`config.mk`:
```
export PLATFORM = sky130hd
export DESIGN_NAME = relu_maxpool2x2_stream_flat
export DESIGN_NICKNAME = d
export VERILOG_FILES = /design/src/rtl/pool_pkg.sv /design/src/rtl/relu_maxpool2x2_stream_if.sv /design/src/rtl/pool_line_buffer.sv /design/src/rtl/relu_maxpool2x2_stream.sv /design/src/flat_wrapper.sv
export SDC_FILE = /design/constraint.sdc
export NUM_CORES = 1
export LEC_CHECK = 0
export ABC_AREA = 1
export ABC_CLOCK_PERIOD_IN_PS = 5520
export BUFFER_PORTS_ARGS = -buffer_cell sky130_fd_sc_hd__buf_2
export CAP_MARGIN = 20
export CORE_MARGIN = 4
export CORE_UTILIZATION = 47
export CTS_CLUSTER_SIZE = 12
export DETAILED_ROUTE_END_ITERATION = 8
export PLACE_DENSITY_LB_ADDON = 0.3
export SYNTH_ARGS = -nofsm -noshare
export SYNTH_HDL_FRONTEND = slang
export SYNTH_SLANG_ARGS = --single-unit
```
`constraint.sdc`:
```
create_clock -name clk -period 5.52 [get_ports clk]
set_input_delay 0.828 -clock clk [delete_from_list [all_inputs] [get_ports clk]]
set_output_delay 0.828 -clock clk [all_outputs]
set_load 0.01 [all_outputs]
```
`src/rtl/pool_pkg.sv`:
```
// Shared float types and ordered-key max helpers for the ReLU/max-pool stage.
// NaN inputs are outside the supported range and give an undefined result.
package pool_pkg;

  localparam int unsigned FloatWidth = 32;

  typedef logic [FloatWidth-1:0] float_t;

  localparam float_t FLOAT_POS_ZERO = 32'h0000_0000;

  // Map IEEE-754 bits to an unsigned key that orders like the float values.
  function automatic float_t float_key(input float_t v);
    return v[FloatWidth-1] ? ~v : {1'b1, v[FloatWidth-2:0]};
  endfunction

  // On equal keys the first operand (the earlier sample) is kept.
  function automatic float_t float_max(input float_t a, input float_t b);
    return (float_key(b) > float_key(a)) ? b : a;
  endfunction

endpackage

```
`src/rtl/relu_maxpool2x2_stream_if.sv`:
```
// Sample stream into, and pooled stream out of, relu_maxpool2x2_stream.
// The slave modport belongs to the pooling block; master is the upstream/sink side.
interface relu_maxpool2x2_stream_if #(
  parameter int unsigned DATA_WIDTH = 32
);
  logic                  valid_in;
  logic [DATA_WIDTH-1:0] data_in;
  logic                  valid_out;
  logic [DATA_WIDTH-1:0] data_out;
  logic                  frame_done;

  modport master (
    output valid_in, data_in,
    input  valid_out, data_out, frame_done
  );

  modport slave (
    input  valid_in, data_in,
    output valid_out, data_out, frame_done
  );
endinterface

```
`src/rtl/pool_line_buffer.sv`:
```
// Half-row buffer of horizontal pair maxima; one write port and one combinational
// read port sharing the same address. Contents are not reset.
module pool_line_buffer
  import pool_pkg::*;
#(
  parameter int unsigned Depth = 28,
  localparam int unsigned AddrW = (Depth > 1) ? $clog2(Depth) : 1
) (
  input  logic             clk_i,
  input  logic             we_i,
  input  logic [AddrW-1:0] addr_i,
  input  float_t           wdata_i,
  output float_t           rdata_o
);

  float_t mem_q [Depth];

  always_ff @(posedge clk_i) begin
    if (we_i) begin
      mem_q[addr_i] <= wdata_i;
    end
  end

  assign rdata_o = mem_q[addr_i];

endmodule

```
`src/rtl/relu_maxpool2x2_stream.sv`:
```
// Streaming ReLU + 2x2/stride-2 max-pool over a raster float stream, no backpressure.
// Define POOL_RELU_EN to clamp negative samples to +0 before pooling.
module relu_maxpool2x2_stream
  import pool_pkg::*;
#(
  parameter int unsigned DATA_WIDTH = 32,
  parameter int unsigned WIDTH      = 56,
  parameter int unsigned HEIGHT     = 56
) (
  input  logic                      clk,
  input  logic                      rst,
  relu_maxpool2x2_stream_if.slave   bus
);

  localparam int unsigned ColW    = $clog2(WIDTH);
  localparam int unsigned RowW    = $clog2(HEIGHT);
  localparam int unsigned LbDepth = WIDTH / 2;
  localparam int unsigned AddrW   = (LbDepth > 1) ? $clog2(LbDepth) : 1;

  logic [ColW-1:0] col_q, col_d;
  logic [RowW-1:0] row_q, row_d;
  float_t          hold_q, hold_d;
  float_t          data_out_q, data_out_d;
  logic            valid_out_q, valid_out_d;
  logic            frame_done_q, frame_done_d;

  float_t          x, pair_max, lb_rdata;
  logic            lb_we;
  logic            last_col, last_row;

  pool_line_buffer #(
    .Depth (LbDepth)
  ) u_line_buffer (
    .clk_i   (clk),
    .we_i    (lb_we),
    .addr_i  (AddrW'(col_q >> 1)),
    .wdata_i (pair_max),
    .rdata_o (lb_rdata)
  );

  always_comb begin
    x = float_t'(bus.data_in);
`ifdef POOL_RELU_EN
    if (x[FloatWidth-1]) begin
      x = FLOAT_POS_ZERO;
    end
`endif
    pair_max = float_max(hold_q, x);
    last_col = (col_q == ColW'(WIDTH - 1));
    last_row = (row_q == RowW'(HEIGHT - 1));
    lb_we    = bus.valid_in && col_q[0] && !row_q[0];

    col_d        = col_q;
    row_d        = row_q;
    hold_d       = hold_q;
    data_out_d   = data_out_q;
    valid_out_d  = 1'b0;
    frame_done_d = 1'b0;

    if (bus.valid_in) begin
      if (!col_q[0]) begin
        hold_d = x;
      end else if (row_q[0]) begin
        data_out_d   = float_max(lb_rdata, pair_max);
        valid_out_d  = 1'b1;
        frame_done_d = last_col && last_row;
      end

      if (last_col) begin
        col_d = '0;
        row_d = last_row ? '0 : row_q + 1'b1;
      end else begin
        col_d = col_q + 1'b1;
      end
    end
  end

  always_ff @(posedge clk) begin
    if (!rst) begin
      col_q        <= '0;
      row_q        <= '0;
      hold_q       <= FLOAT_POS_ZERO;
      data_out_q   <= FLOAT_POS_ZERO;
      valid_out_q  <= 1'b0;
      frame_done_q <= 1'b0;
    end else begin
      col_q        <= col_d;
      row_q        <= row_d;
      hold_q       <= hold_d;
      data_out_q   <= data_out_d;
      valid_out_q  <= valid_out_d;
      frame_done_q <= frame_done_d;
    end
  end

  assign bus.valid_out  = valid_out_q;
  assign bus.data_out   = DATA_WIDTH'(data_out_q);
  assign bus.frame_done = frame_done_q;

endmodule

```
`src/flat_wrapper.sv`:
```
// flat-port wrapper written by rule: the top's interface ports become plain ports
module relu_maxpool2x2_stream_flat import pool_pkg::*;
#(
  parameter int unsigned DATA_WIDTH = 32,
  parameter int unsigned WIDTH      = 56,
  parameter int unsigned HEIGHT     = 56
)
  (clk, rst, bus_valid_in, bus_data_in, bus_valid_out, bus_data_out, bus_frame_done);
  relu_maxpool2x2_stream_if #(.DATA_WIDTH(DATA_WIDTH)) bus_i ();
  input  logic clk;
  input  logic rst;
  input wire logic [$bits(bus_i.valid_in)-1:0] bus_valid_in;
  input wire logic [$bits(bus_i.data_in)-1:0] bus_data_in;
  output wire logic [$bits(bus_i.valid_out)-1:0] bus_valid_out;
  output wire logic [$bits(bus_i.data_out)-1:0] bus_data_out;
  output wire logic [$bits(bus_i.frame_done)-1:0] bus_frame_done;
  assign bus_i.valid_in = bus_valid_in;
  assign bus_i.data_in = bus_data_in;
  assign bus_valid_out = bus_i.valid_out;
  assign bus_data_out = bus_i.data_out;
  assign bus_frame_done = bus_i.frame_done;
  relu_maxpool2x2_stream #(.DATA_WIDTH(DATA_WIDTH), .WIDTH(WIDTH), .HEIGHT(HEIGHT)) u_core (.clk(clk), .rst(rst), .bus(bus_i));
endmodule
```
==> impl_metrics.py <==
metrics = {
    "placement": {
        "dp_hpwl_um": 65300,
        "port_buffers": 68,
        "dpl.cell_count": 5259,
        "place_ws_ns": 0.558,
        "place_congestion": 0.852,
    },
    "yosys": {
        "netlist_instances": 4127,
        "ys_types": 33,
        "synth_area_leaders": "edfxtp_1 62%, nand2_1 10%, nand3_1 4.3%",
        "synth_ff_type": "edfxtp_1",
        "syn_area_per_cell_um2": 10.5,
        "synth.most_common_cell": "nand2_1",
        "ys_ff_latch": 979,
        "yosysWarnings": 0,
        "syn_area_um2": 43300,
        "seq_area_frac_synth_pct": 66.0,
        "yosys.area.top_type_share_pct": 62.2,
        "syn_nets": 4228,
        "async_flop_share_pct": 0,
        "synth_common_cells": "1173 x nand2_1, 896 x edfxtp_1, 448 x nor2_1",
        "synth_enable_flop_cells": 896,
        "yosysTopAreaCell": "edfxtp_1",
    },
    "detailed_routing": {
        "ant_nets": 0,
        "vias": 30058,
        "vias_per_cell": 5.54,
        "finalWirelength_um": 117000,
        "wl_per_cell_um": 21.5,
        "drcViolationCount": 0,
        "drt_pass1_iterations": 5,
        "drt_first_iter_violations": 3254,
    },
    "sta": {
        "min_period_ns": 4.89,
        "worst_slack_ns": 0.632,
        "setup_viol": 0,
        "slew_violations": 0,
        "worst_pin_slew_ns": 1.12,
        "fin_setup_tns_ns": 0,
        "finClkSkew_ns": 0.0311,
        "clock.fmax_ghz": 0.205,
        "hold_violations": 0,
        "fin_crit_sh_pct": 88.5,
        "rsz0062_at_grt": "false",
        "maxSlewHeadroom_pct": 25.0,
    },
    "cells_and_area": {
        "utilization_pct": 52.5,
        "drive_gt1_share_pct": 8.47,
        "antenna_cells": 0,
        "nNetsFinal": 4275,
        "final_cells": 5422,
        "syn_to_final_growth_pct": 11.0,
    },
    "floorplan": {
        "die_w_um": 311,
        "core-area_um2": 91500,
        "rows": 111,
        "ios": 69,
        "chipHeight_um": 311,
        "initial_core_util_pct": 47.3,
        "die_area_um2": 97000,
    },
    "job": {
        "drv_cap": 0,
    },
    "clock_network": {
        "clk_pin_slew_ns": 0.06,
        "h-tree-depth": 3,
        "root_buffer": "clkbuf_16",
        "cts_made_buffers": 99,
        "max-clock-path-buffers": 3,
        "hold_buffers": 0,
        "clk_latency_ns": 0.68,
        "post_cts_buffers": 0,
        "cts.sinks": 979,
        "cts_tree": "built",
        "cts_resized": 0,
    },
    "critical_path": {
        "critical_path.max_fanout": 65,
        "end_kind": "flop",
        "required_ns": 6.06,
        "cp-start-kind": "flop",
        "worstPathArrival_ns": 5.43,
        "worstSetupPathType": "flop to flop",
    },
    "global_route": {
        "grt_max_degree": 183,
        "grt-ovfl-total": 0,
        "first_global_vias": 28631,
        "grt_usage_pct": 23.6,
        "antenna_found_initial": 0,
        "grt_first_pass_wirelength_um": 176000,
    },
    "run_status": {
        "status": "finished clean",
    },
    "power_and_ir_drop": {
        "p_total_w": 0.0170,
        "p_leak_nw": 18.6,
        "ir_drop_v": 0.000307,
        "p_per_area_nw_per_um2": 354,
    },
    "hold_path": {
        "min_path_type": "input pin to flop",
        "min_from": "bus_data_in[24]",
    },
}
==> placed cells by master (no fill, tap or decap), types with 53 or more instances in the layout <==
cell type	instances
nor2_1	419
clkbuf_16	101
xor2_1	73
a21oi_1	118
nand3_1	373
buf_4	103
ha_1	66
edfxtp_1	896
xnor2_1	53
dfxtp_1	77
inv_1	228
o211ai_1	79
nand2_1	1172
buf_2	68
o21ai_0	243
==> path summary, 6_finish.rpt <==
path	cells after the start	endpoint	slack [ns]
hold reg to reg	2	u_core.bus.data_out[9]	0.46
setup reg to reg	18	u_core.bus.data_out[31]	0.63
setup / recovery	18	u_core.bus.data_out[31]	0.63
hold / removal	3	u_core.hold_q[24]	0.45
==> registers in the layout (all words and copies together), names as in the netlist, named ones only <==
register	cells
u_core.u_line_buffer.mem_q	896
u_core.bus.data_out	32
u_core.hold_q	32
u_core.col_q	6
u_core.row_q	6
u_core.bus.frame_done	1
u_core.bus.valid_out	1
==> power breakdown <==
part	internal, W	total, W	switching, W	leakage [nW]
clock network	0.00344	0.00618	0.00274	1.41
logic	0.000675	0.00224	0.00157	8.33
registers	0.00852	0.00856	0.0000408	8.84
total	0.0126	0.0170	0.00435	18.6
==> through the flow <==
step,cell area (µm²),hold slack (ns)
floorplan,43300,0.479
global placement,45100,0.452
global route,48000,0.431
detailed placement,45100,0.453
finish,48000,0.446
CTS,48000,0.414
==> routing by layer <==
metal  GRT usage [%]  wire [µm]
met1            31.9      48400
met2            39.3      56100
met3            3.64       8240
met4            7.89       4020
met5               0          0
==> critical path, cell delays in order (launching register included) <==
cell and delay [ns]:
dfxtp_4 0.59, buf_4 0.64, o21ai_0 0.19, o211ai_1 0.24, nand3_1 0.11, nand3_1 0.14
nand2_2 0.60, xor2_1 0.36, ha_1 0.36, nand2_1 0.07, nor2_1 0.18, nand4_1 0.17
nor2_1 0.23, nand2_1 0.08, nand2_1 0.12, buf_4 0.27, a21oi_1 0.10, nand2_1 0.10
a21oi_1 0.06
==> cell type report <==
cell class                      count  area [µm²]
Fill cell                        7885       43500
Timing Repair Buffer              184        1370
Multi-Input combinational cell   2667       12700
Inverter                          243         932
Tap cell                         1186        1480
Clock inverter                     32         210
Clock buffer                      131        2690
Sequential cell                   979       28600
==> logic make-up after synthesis <==
| family | count (synthesis) | synth area share, % |
|---|---|---|
| flip-flops | 979 | 66.0 |
| buffers and inverters | 481 | 5.02 |
| AO/OA/AOI/OAI | 459 | 5.81 |
| XOR/XNOR | 126 | 2.55 |
| AND/OR/NAND/NOR | 2016 | 18.7 |
| adder cells (fa/ha/maj) | 66 | 1.91 |
No activity file was read; power rests on OpenSTA's default activity.
